### src/rtl/hazard_ctrl_if.sv
// rtl/hazard_ctrl_if.sv - decode-stage hazard controller signal bundle
interface hazard_ctrl_if;
    logic [4:0]  id_rs1;
    logic [4:0]  id_rs2;
    logic        id_uses_rs1;
    logic        id_uses_rs2;
    logic [4:0]  ex_rd;
    logic        ex_mem_read;
    logic        branch_taken;
    logic        mc_start;
    logic        mc_done;
    logic        pc_write;
    logic        if_id_write;
    logic        if_id_flush;
    logic        id_ex_bubble;
    logic        mc_busy;
    logic        mc_timeout;
    logic [31:0] stall_cnt;

    modport master (
        output id_rs1, id_rs2, id_uses_rs1, id_uses_rs2, ex_rd, ex_mem_read,
               branch_taken, mc_start, mc_done,
        input  pc_write, if_id_write, if_id_flush, id_ex_bubble, mc_busy,
               mc_timeout, stall_cnt
    );

    modport slave (
        input  id_rs1, id_rs2, id_uses_rs1, id_uses_rs2, ex_rd, ex_mem_read,
               branch_taken, mc_start, mc_done,
        output pc_write, if_id_write, if_id_flush, id_ex_bubble, mc_busy,
               mc_timeout, stall_cnt
    );
endinterface

### src/rtl/hazard_ctrl.sv
// rtl/hazard_ctrl.sv - load-use stall, branch flush and multi-cycle hold sequencer
// Optional stall-cycle counter enabled by defining HAZARD_CTRL_PERF_EN.
module hazard_ctrl #(
    parameter int FLUSH_CYCLES = 2,
    parameter int MC_TIMEOUT   = 64
) (
    input  logic          clk,
    input  logic          rst,
    hazard_ctrl_if.slave  hz
);
    typedef enum logic [1:0] {ST_RUN, ST_FLUSH, ST_MC_BUSY} state_t;

    localparam logic [3:0] FLUSH_LOAD = 4'(FLUSH_CYCLES - 1);
    localparam logic [7:0] MC_LAST    = 8'(MC_TIMEOUT - 1);

    state_t     r_state;
    logic [3:0] r_flush_cnt;
    logic [7:0] r_mc_cnt;
    logic       r_mc_timeout;

    logic w_rs1_hit;
    logic w_rs2_hit;
    logic w_load_use;
    logic w_pc_write;
    logic w_if_id_write;
    logic w_if_id_flush;
    logic w_id_ex_bubble;

    assign w_rs1_hit  = hz.id_uses_rs1 && (hz.id_rs1 == hz.ex_rd);
    assign w_rs2_hit  = hz.id_uses_rs2 && (hz.id_rs2 == hz.ex_rd);
    assign w_load_use = hz.ex_mem_read && (hz.ex_rd != 5'd0) && (w_rs1_hit || w_rs2_hit);

    // Outputs follow state and live inputs so stalls and flushes take effect in the same cycle.
    always_comb begin
        w_pc_write     = 1'b1;
        w_if_id_write  = 1'b1;
        w_if_id_flush  = 1'b0;
        w_id_ex_bubble = 1'b0;
        if (!rst) begin
            case (r_state)
                ST_RUN: begin
                    if (hz.branch_taken) begin
                        w_if_id_flush  = 1'b1;
                        w_id_ex_bubble = 1'b1;
                    end else if (w_load_use) begin
                        w_pc_write     = 1'b0;
                        w_if_id_write  = 1'b0;
                        w_id_ex_bubble = 1'b1;
                    end
                end
                ST_FLUSH: begin
                    w_if_id_flush  = 1'b1;
                    w_id_ex_bubble = 1'b1;
                end
                ST_MC_BUSY: begin
                    w_pc_write     = 1'b0;
                    w_if_id_write  = 1'b0;
                    w_id_ex_bubble = 1'b1;
                end
                default: ;
            endcase
        end
    end

    always_ff @(posedge clk) begin
        if (rst) begin
            r_state      <= ST_RUN;
            r_flush_cnt  <= 4'd0;
            r_mc_cnt     <= 8'd0;
            r_mc_timeout <= 1'b0;
        end else begin
            case (r_state)
                ST_RUN: begin
                    if (hz.branch_taken) begin
                        if (FLUSH_CYCLES > 1) begin
                            r_state     <= ST_FLUSH;
                            r_flush_cnt <= FLUSH_LOAD;
                        end
                    end else if (!w_load_use && hz.mc_start) begin
                        r_state  <= ST_MC_BUSY;
                        r_mc_cnt <= 8'd0;
                    end
                end
                ST_FLUSH: begin
                    r_flush_cnt <= r_flush_cnt - 4'd1;
                    if (r_flush_cnt == 4'd1) begin
                        r_state <= ST_RUN;
                    end
                end
                ST_MC_BUSY: begin
                    if (hz.mc_done) begin
                        r_state <= ST_RUN;
                    end else if (r_mc_cnt == MC_LAST) begin
                        r_state      <= ST_RUN;
                        r_mc_timeout <= 1'b1;
                    end else begin
                        r_mc_cnt <= r_mc_cnt + 8'd1;
                    end
                end
                default: r_state <= ST_RUN;
            endcase
        end
    end

    assign hz.pc_write     = w_pc_write;
    assign hz.if_id_write  = w_if_id_write;
    assign hz.if_id_flush  = w_if_id_flush;
    assign hz.id_ex_bubble = w_id_ex_bubble;
    assign hz.mc_busy      = !rst && (r_state == ST_MC_BUSY);
    assign hz.mc_timeout   = r_mc_timeout;

`ifdef HAZARD_CTRL_PERF_EN
    logic [31:0] r_stall_cnt;

    always_ff @(posedge clk) begin
        if (rst) begin
            r_stall_cnt <= 32'd0;
        end else if (!w_pc_write && (r_stall_cnt != 32'hFFFF_FFFF)) begin
            r_stall_cnt <= r_stall_cnt + 32'd1;
        end
    end

    assign hz.stall_cnt = r_stall_cnt;
`else
    assign hz.stall_cnt = 32'd0;
`endif
endmodule

### src/flat_wrapper.sv
// flat-port wrapper written by rule: the top's interface ports become plain ports
module hazard_ctrl_flat 
#(
    parameter int FLUSH_CYCLES = 2,
    parameter int MC_TIMEOUT   = 64
)
  (clk, rst, hz_id_rs1, hz_id_rs2, hz_id_uses_rs1, hz_id_uses_rs2, hz_ex_rd, hz_ex_mem_read, hz_branch_taken, hz_mc_start, hz_mc_done, hz_pc_write, hz_if_id_write, hz_if_id_flush, hz_id_ex_bubble, hz_mc_busy, hz_mc_timeout, hz_stall_cnt);
  hazard_ctrl_if hz_i ();
  input  logic clk;
  input  logic rst;
  input wire logic [$bits(hz_i.id_rs1)-1:0] hz_id_rs1;
  input wire logic [$bits(hz_i.id_rs2)-1:0] hz_id_rs2;
  input wire logic [$bits(hz_i.id_uses_rs1)-1:0] hz_id_uses_rs1;
  input wire logic [$bits(hz_i.id_uses_rs2)-1:0] hz_id_uses_rs2;
  input wire logic [$bits(hz_i.ex_rd)-1:0] hz_ex_rd;
  input wire logic [$bits(hz_i.ex_mem_read)-1:0] hz_ex_mem_read;
  input wire logic [$bits(hz_i.branch_taken)-1:0] hz_branch_taken;
  input wire logic [$bits(hz_i.mc_start)-1:0] hz_mc_start;
  input wire logic [$bits(hz_i.mc_done)-1:0] hz_mc_done;
  output wire logic [$bits(hz_i.pc_write)-1:0] hz_pc_write;
  output wire logic [$bits(hz_i.if_id_write)-1:0] hz_if_id_write;
  output wire logic [$bits(hz_i.if_id_flush)-1:0] hz_if_id_flush;
  output wire logic [$bits(hz_i.id_ex_bubble)-1:0] hz_id_ex_bubble;
  output wire logic [$bits(hz_i.mc_busy)-1:0] hz_mc_busy;
  output wire logic [$bits(hz_i.mc_timeout)-1:0] hz_mc_timeout;
  output wire logic [$bits(hz_i.stall_cnt)-1:0] hz_stall_cnt;
  assign hz_i.id_rs1 = hz_id_rs1;
  assign hz_i.id_rs2 = hz_id_rs2;
  assign hz_i.id_uses_rs1 = hz_id_uses_rs1;
  assign hz_i.id_uses_rs2 = hz_id_uses_rs2;
  assign hz_i.ex_rd = hz_ex_rd;
  assign hz_i.ex_mem_read = hz_ex_mem_read;
  assign hz_i.branch_taken = hz_branch_taken;
  assign hz_i.mc_start = hz_mc_start;
  assign hz_i.mc_done = hz_mc_done;
  assign hz_pc_write = hz_i.pc_write;
  assign hz_if_id_write = hz_i.if_id_write;
  assign hz_if_id_flush = hz_i.if_id_flush;
  assign hz_id_ex_bubble = hz_i.id_ex_bubble;
  assign hz_mc_busy = hz_i.mc_busy;
  assign hz_mc_timeout = hz_i.mc_timeout;
  assign hz_stall_cnt = hz_i.stall_cnt;
  hazard_ctrl #(.FLUSH_CYCLES(FLUSH_CYCLES), .MC_TIMEOUT(MC_TIMEOUT)) u_core (.clk(clk), .rst(rst), .hz(hz_i));
endmodule
### config.mk
export PLATFORM = sky130hd
export DESIGN_NAME = hazard_ctrl_flat
export DESIGN_NICKNAME = d
export VERILOG_FILES = /design/src/rtl/hazard_ctrl_if.sv /design/src/rtl/hazard_ctrl.sv /design/src/flat_wrapper.sv
export SDC_FILE = /design/constraint.sdc
export NUM_CORES = 1
export LEC_CHECK = 0
export CORE_MARGIN = 1.5
export CORE_UTILIZATION = 41
export CTS_CLUSTER_SIZE = 16
export DETAILED_ROUTE_END_ITERATION = 8
export PLACE_DENSITY = 0.81
export SLEW_MARGIN = 10
export SYNTH_ARGS = -nofsm -noshare
export SYNTH_HDL_FRONTEND = slang
export SYNTH_SLANG_ARGS = --single-unit
### constraint.sdc
create_clock -name clk -period 2.65 [get_ports clk]
set_clock_uncertainty 0.2 [all_clocks]
set_input_delay 0.6625 -clock clk [delete_from_list [all_inputs] [get_ports clk]]
set_output_delay 0.6625 -clock clk [all_outputs]
set_load 0.005 [all_outputs]
# Word-level counts from Yosys, hierarchy flattened
# Index checks and enable logic that the tools add are counted.
[word_totals] reg_bits=15 inputBits=23 out_inout_bits=38 elab_cells=63
[classes] n_addsub=2 eq_ne=14 n_mux=24 n_bitwise=1 n_reduce_logical=18
[op_table] operator="$mux 8" n=4
[op_table] operator="$pmux 8 s2" n=1
[op_table] operator="$eq 5x5->1" n=2
[op_table] operator="$mux 2" n=5
[op_table] operator="$add 8x1->8 const B" n=1
[op_table] operator="$eq 8x6->1 const B" n=1
[op_table] operator="$mux 1" n=8
[op_table] operator="$ne 2x2->1 const B" n=4
[op_table] operator="$pmux 4 s2" n=1
[op_table] operator="$logic_and 1x1->1" n=6
[op_table] operator="$ne 3x2->1 const B" n=2
[op_table] operator="$pmux 1 s2" n=3
[op_table] operator="$pmux 2 s3" n=1
[op_table] operator="$reduce_and 3->1" n=2
[op_table] operator="$reduce_and 5->1" n=1
[op_table] operator="$reduce_bool 5->1" n=1
[op_table] operator="$eq 4x1->1 const B" n=1
[op_table] operator="$mux 4" n=1
[op_table] operator="$ne 2x1->1 const B" n=2
[op_table] operator="$reduce_bool 2->1" n=2
[op_table] operator="$sub 4x1->4 const B" n=1
[op_table] operator="$eq 2x1->1 const B" n=1
[op_table] operator="$eq 2x2->1 const B" n=1
[op_table] operator="$logic_not 1->1" n=2
[op_table] operator="5 further kinds" n=5

# Longest topological paths before layout
# Gate-level depths: netlist of the first run.
[logic_depth] depth_word=9 mapped_depth=10 depth_no_buf=8

# Least setup slack after synthesis of the first run
# Ideal clock, no wire load.
[synth_timing] kind="in2out" start="input port hz_ex_rd[1]" end="output port hz_pc_write" arrival_ps=1859 required_time_ps=1788 slack_ps=-72 path_stages=6 path_cell_list="or4_1 -> o21ai_2 -> nand2b_1 -> nor2_1 -> o21ai_1 -> buf_4"
[synth_between] elab_chain_cells=8 word_cells_on_any_way=12 classes_between="2 x eq/ne; 4 x mux; 6 x reduce/logical"
[synth_lines] element="from (decl)" line="flat_wrapper.sv:15" rtl="input wire logic [$bits(hz_i.ex_rd)-1:0] hz_ex_rd;"
[synth_lines] element="$eq 5x5->1, on equally long branches" line="hazard_ctrl.sv:29, hazard_ctrl.sv:30"
[synth_lines] element="$logic_and 1x1->1, on equally long branches" line="hazard_ctrl.sv:29, hazard_ctrl.sv:30"
[synth_lines] element="$logic_or 1x1->1" line="hazard_ctrl.sv:31" rtl="assign w_load_use = hz.ex_mem_read && (hz.ex_rd != 5'd0) && (w_rs1_hit || w_rs2_hit);"
[synth_lines] element="$logic_and 1x1->1 *" line="hazard_ctrl.sv:31"
[synth_lines] element="$mux 1 * (2 in a row)"
[synth_lines] element="$pmux 1 s2 *"
[synth_lines] element="$mux 1 *"
[synth_lines] element="to (decl)" line="flat_wrapper.sv:20" rtl="output wire logic [$bits(hz_i.pc_write)-1:0] hz_pc_write;"
# Every way passes the cells marked *; elsewhere a longest branch is shown, timed or not.

# Final worst setup path of the first run
[layout_timing] start="input port hz_ex_rd[1]" end="output port hz_if_id_write"
[layout_between] elab_chain_cells=8 word_cells_on_any_way=12 classes_between="2 x eq/ne; 4 x mux; 6 x reduce/logical"
[layout_lines] element="$eq 5x5->1, on equally long branches" line="hazard_ctrl.sv:29, hazard_ctrl.sv:30"
[layout_lines] element="$logic_and 1x1->1, on equally long branches" line="hazard_ctrl.sv:29, hazard_ctrl.sv:30"
[layout_lines] element="$logic_or 1x1->1" line="hazard_ctrl.sv:31"
[layout_lines] element="$logic_and 1x1->1 *" line="hazard_ctrl.sv:31"
[layout_lines] element="$mux 1 *" line="hazard_ctrl.sv:45" rtl="end else if (w_load_use) begin"
[layout_lines] element="$mux 1 *" line="hazard_ctrl.sv:42" rtl="if (hz.branch_taken) begin"
[layout_lines] element="$pmux 1 s2 *" line="hazard_ctrl.sv:40" rtl="case (r_state)"
[layout_lines] element="$mux 1 *" line="hazard_ctrl.sv:39" rtl="if (!rst) begin"
[layout_lines] element="to (decl)" line="flat_wrapper.sv:21" rtl="output wire logic [$bits(hz_i.if_id_write)-1:0] hz_if_id_write;"
# Marks and branches as above.

==> metrics list, run 1 <==
- Required time of the critical path: 1.79 ns
* Placer's final routability congestion estimate: 0.795
* Unrepaired setup endpoints after global routing: true
- The first global-routing pass estimated 4.70 mm of wire.
- Synthesis-stage register bit count: 15
- Of the total synthesized cell area, the portion taken by XOR and XNOR cells is 0.0678.
* Number of clock sinks: 15
- In this run the number of H-tree levels came out at 1.
- Post-detailed-route count of antenna-violating nets: 0
* Highest Signal Layer: met4
- Number of antenna violations at the first check in global routing: 0
- Post-layout power: 680 uW
- The final layout contains routed wiring with a total length of 3.14 mm.
* Worst slack at placement: -1.07 ns
- Maximum achievable frequency: 0.343 GHz
* Core Util, Final: 0.569
* Dominant combinational cell family by area after synthesis: buffers and inverters
- Counting cells, the worst reg-to-reg path comes to 7.
* Worst R2R Setup Slack: 0.25 ns
- The final number of hold-violating endpoints is 0.
- Slew Limit Fails: 0
- Worst hold slack: 0.308 ns
* Core Rows: 20
- For this run, the leading register cell type out of synthesis is dfxtp_1.
* TritonCTS clock tree: built
- Total of buffers placed on input and output ports: 28
* Total of max-cap violations: 0
- At the end of the flow, the number of nets in the layout was 250.
* Largest net degree at the start of global routing: 16
- The worst setup path is captured at a primary output.
* IO Pins: 61
- In this run the vertical extent of the chip is 59.1 microns.
- 0 antenna diodes ended up in the layout.
* Clock transition at the register clock pins on the worst setup and hold paths after CTS: 0.10 ns
- Multiplexer share of the synthesized area: 0.00774
* Number of placed instances, taps included: 249
- Iteration-0 DRC Markers: 35
- Of all flip-flops after synthesis, the portion carrying an async set or reset was 0.
- Each instance of the synthesized netlist takes up on average 7.74 sq um.
* Simple-gate area share of the yosys netlist: 0.197
- Of the cells placed in the final design, the portion with a size suffix greater than 1 is 0.306.
- Number of buffers added by the clock tree synthesis step: 3
- Portion of the clock cycle consumed by the worst path in the final layout: 1.10
- Longest Clk Path Bufs: 2
* Root buffer cell: clkbuf_4
- In the detailed route, the total length drawn on met2 is 1.60 mm.
- After detailed routing, the wire length on met1 is 1.27 mm.
- P per Cell Area: 395 nW/um^2
* Type of origin of the critical path: input pin
* Die width: 59.1 microns
- From synthesis to final layout, the design area changed by 33.4%.
- The worst hold path was traced through 2 stages.
- Kind of path behind the tightest hold check: reg2reg
- Most common cell after layout, fill and taps aside: conb_1
* Most frequent cells in the layout: conb_1, buf_4, nand2_1
- For the worst-skew pair, the clock arrives at the later sink with an insertion delay of 0.29 ns.
- Residual DRC count: 0
- Die area: 3500 sq um
* Crit Path Max Fanout: 3
* Remaining global-route overflow: 0
- The synthesized netlist contains 38 unique library cells.
- The cell area that synthesis handed to floorplanning was 1290 sq um.
* Length of the first detailed-routing pass in iterations: 4
- After floorplanning, the core was sized to cover 3030 sq um.
- Setup violators final: 3
- Of the total synthesized cell area, the portion taken by full adders, half adders and majority gates is 0.0678.
- Number of enable flip-flop cells after synthesis: 0
- Global routing usage summed across all routing layers: 0.176
* Data arrival, critical path: 2.05 ns
- Status: complete, but fails checks
* Violated checks: negative setup slack
- Detailed routing placed a total of 189 microns of wire on met3.
- The finished layout holds 263 standard cells, fillers aside.
* Area fraction in compound gates after synthesis: 0.187
- The via count of the first global-routing pass was 1144.
* Total vias in the final route: 1255
* Count of mapped cells out of synthesis: 167
- Vias per std cell: 4.77
- Worst Path Class, Setup: in2out
- The routed design could run at a clock period as short as 2.92 ns.
- Post-synthesis sequential area ratio: 0.232
* Worst path setup slack after routing: -0.267 ns
* Maximum vdd drop: 0.000234 V
- During synthesis, Yosys emitted a total of 0 warnings.
- WL/cell: 12.0 microns
- For this configuration, the core starts out at a cell density of 0.427.
* Leak Pwr: 0.813 nW
- Once detailed placement completed, the half-perimeter wirelength came to 2.14 mm.
-- Yosys cell counts, types with 5 or more instances --
cell,n,share of area
nor3_1,6,0.023
inv_1,8,0.023
xnor2_1,10,0.068
dfxtp_1,15,0.23
nor2_1,15,0.044
a32o_2,6,0.052
buf_4,33,0.19
nand2_1,16,0.046
nand3_1,6,0.023
a21oi_1,5,0.019
ha_1,7,0.068
-- report_power, final --
group | switching (mW) | internal (mW) | leakage, nW
combinational | 0.150 | 0.142 | 0.676
sequential | 0.0107 | 0.238 | 0.122
clock | 0.0807 | 0.0586 | 0.0150
total | 0.241 | 0.439 | 0.813
-- sequential cells by signal, summed over array words and instances, names as in the netlist --
| register | cells |
|---|---|
| u_core.r_state | 2 |
| u_core.r_flush_cnt | 4 |
| u_core.hz.mc_timeout | 1 |
| u_core.r_mc_cnt | 8 |
-- cell families after synthesis --
group | Yosys count
fa+ha+maj | 7
flops | 15
simple gates | 55
other cells | 1
mux | 1
buf+inv | 47
compound gates | 31
xor+xnor | 10
-- area by class of cell --
class,instances,area (sq um)
Sequential cell,15,302
Timing Repair Buffer,54,440
Clock buffer,4,26.3
Tap cell,44,55.1
Fill cell,294,1300
Inverter,10,37.5
Multi-Input combinational cell,136,863
-- path summary, 6_finish.rpt --
check | startpoint | end
min reg2reg | u_core.hz.mc_timeout | u_core.hz.mc_timeout
max | hz_ex_rd[1] | hz_if_id_write
max reg2reg | u_core.r_mc_cnt[0] | u_core.r_state[0]
min | u_core.hz.mc_timeout | u_core.hz.mc_timeout
-- per-stage QoR --
stage                     setup TNS, ns  area, sq um
final                            -0.765         1720
after global routing             -0.963         1720
after CTS                        -0.939         1660
after detailed placement          -6.83         1600
after global placement            -6.52         1600
after floorplan                 -0.0791         1420
-- routing by layer --
metal / global-route usage / up-vias
met3: 0.0284 / 7
met2: 0.308 / 71
li1: - / 614
met5: 0 / -
met4: 0.101 / 0
met1: 0.202 / 563
-- worst max-delay path: stages --
cell and delay [ns]:
buf_6 0.10, or4_4 0.53, o21ai_2 0.15, nand2b_4 0.17, buf_6 0.11, nor2_2 0.03, o21ai_2 0.16, buf_2 0.15
-- timing repair --
action / CTS / global route
pin swaps: 20 / 7
buffers inserted: 4 / 6
setup endpoints to repair: 13 / 5
hold buffers: 0 / 0
gates resized for setup: 80 / 9
(Power assumes the default switching activity.)
==> inputs of run 2 (changes only) <==
CORE_ASPECT_RATIO = 1.2   (was default)
==> metrics list, run 2 (synthesis gave the netlist of run 1 again) <==
- The run finished, with violations left.
- Violated checks: negative setup slack
- Standard cell core area: 3030 sq um
- The area growth from synthesis to layout is 31.6%.
* Core Rows: 22
* Slew Limit Fails: 0
* # hold bufs at CTS: 0
* Biggest regs: u_core.r_mc_cnt (8), u_core.r_flush_cnt (4), u_core.r_state (2)
- Remaining global-route overflow: 0
* Most frequent cells in the layout: conb_1, buf_4, nand2_1
- For this run, the detailed router's first-pass iteration total came to 4.
- Setup violations remaining at the end of the flow were counted as 3.
* First-pass GRT wire length: 4.60 mm
- After routing, the total negative slack on setup checks comes to -0.546 ns.
* Data arrival, critical path: 2.02 ns
- Total inserted antenna cells: 0
- Die area: 3500 sq um
- Using the TritonRoute via totals, the vias-per-cell ratio works out to 4.86.
* Number of cells on the worst reg-to-reg path: 9
- Layout cells sized above 1: 0.262
- Residual DRC count: 0
- Worst path setup slack after routing: -0.230 ns
- Type of origin of the critical path: input pin
- Dividing the final minimum period by the clock period gives 1.09.
- The final number of hold-violating endpoints came to 0.
- STA puts the critical path data required time at 1.79 ns.
- Core Util, Final: 0.562
- Power comes to 665 uW.
* WL/cell: 11.5 microns
- The library cell used most frequently in the layout, excluding fill and tap cells, is conb_1.
- Net count reported at finish: 245
* Kind of path behind the tightest hold check: reg2reg
- In this run the remaining antenna-violating nets after routing total 0.
* Layout filler cell count: 280
- The final layout contains routed wiring with a total length of 2.88 mm.
- CTS H-Tree Depth: 1
* Global routing usage summed across all routing layers: 0.171
- Number of buffers added by the clock tree synthesis step: 3
* Die boundary height: 64.5 microns
- The number of antenna violations at the first check in global routing was 0.
- VDD sags by at most 0.000307 V.
- The tree is rooted in a clkbuf_4.
* Maximum achievable frequency: 0.347 GHz
* Clock transition at the register clock pins on the worst setup and hold paths after CTS: 0.10 ns
- Crit Path Max Fanout: 2
- For this configuration, the core starts out at a cell density of 0.427.
- Flip-flop count of the largest register after layout: 8
- In this run the power density over the cells is 391 nW/um^2.
- Port buffering added 28 buffers.
- 61 I/O pins were placed.
- Vias in the first global route: 1074
- Hold timing on the final database bottoms out at a slack of 0.280 ns.
* Largest Register: u_core.r_mc_cnt
- Total vias in the final route: 1214
* Worst Path Class, Setup: in2out
- The tool flagged a number of max-cap violations equal to 0.
- Along the worst hold path, the cell count comes to 2.
- Prior to clock tree synthesis, the placed netlist has a worst setup slack of -1.07 ns.
- Iteration-0 DRC Markers: 24
- Longest Clk Path Bufs: 2
- STA classifies the critical path endpoint as a primary output.
- The later pin in the worst-skew pair is clocked with a latency of 0.29 ns.
- Placer's final routability congestion estimate: 0.766
- Entering global routing, the biggest net connects 15 pins.
* Clock period minus worst slack: 2.88 ns
- Placed wire-length estimate: 2.21 mm
- TritonCTS built the clock tree.
- Number of clock sinks: 15
* Die width: 54.3 microns
- Leak Pwr: 0.785 nW
* Unrepaired setup endpoints after global routing: true
run 2: layout make-up:
class / instances / area, sq um / area share
Clock buffer: 3 / 22.5 / 0.0132
Inverter: 10 / 37.5 / 0.0221
Clock inverter: 1 / 5.00 / 0.00294
Timing Repair Buffer: 49 / 417 / 0.245
Multi-Input combinational cell: 136 / 873 / 0.514
Tap cell: 36 / 45.0 / 0.0265
Sequential cell: 15 / 300 / 0.177
run 2: critical path: stages:
cell	delay, ns
buf_8	0.10
or4_4	0.53
o21ai_2	0.15
nand2b_4	0.17
buf_6	0.11
nor2_4	0.03
o21ai_2	0.13
buf_2	0.14
run 2: final timing paths:
path                        start  slack, ns                   end
max reg2reg    u_core.r_mc_cnt[0]       0.32    u_core.r_mc_cnt[1]
min          u_core.hz.mc_timeout       0.28  u_core.hz.mc_timeout
max                   hz_ex_rd[4]      -0.23        hz_if_id_write
min reg2reg  u_core.hz.mc_timeout       0.28  u_core.hz.mc_timeout
run 2: per-layer routing:
layer / vias up / track usage / routed length, microns / share of wire
met3: 5 / 0.0138 / 98 / 0.034
met4: 0 / 0.0719 / 44 / 0.015
li1: 599 / - / - / -
met1: 577 / 0.218 / 1190 / 0.41
met2: 33 / 0.286 / 1550 / 0.54
met5: - / 0 / 0 / 0
run 2: timing repair:
item,CTS,global route
hold endpoints to repair,0,0
setup endpoints to repair,13,4
resized for setup,74,5
pin swaps,20,11
setup buffers,2,1
gates cloned,0,0
run 2: per-stage QoR:
| stage | cells | area [sq um] |
|---|---|---|
| floorplan | 198 | 1420 |
| finish | 250 | 1700 |
| CTS | 249 | 1690 |
| global placement | 243 | 1610 |
| detailed placement | 243 | 1610 |
| global route | 250 | 1700 |
run 2: report_power, final:
part,switching [mW],internal [mW]
Sequential,0.0108,0.238
Combinational,0.143,0.134
Clock,0.0830,0.0563
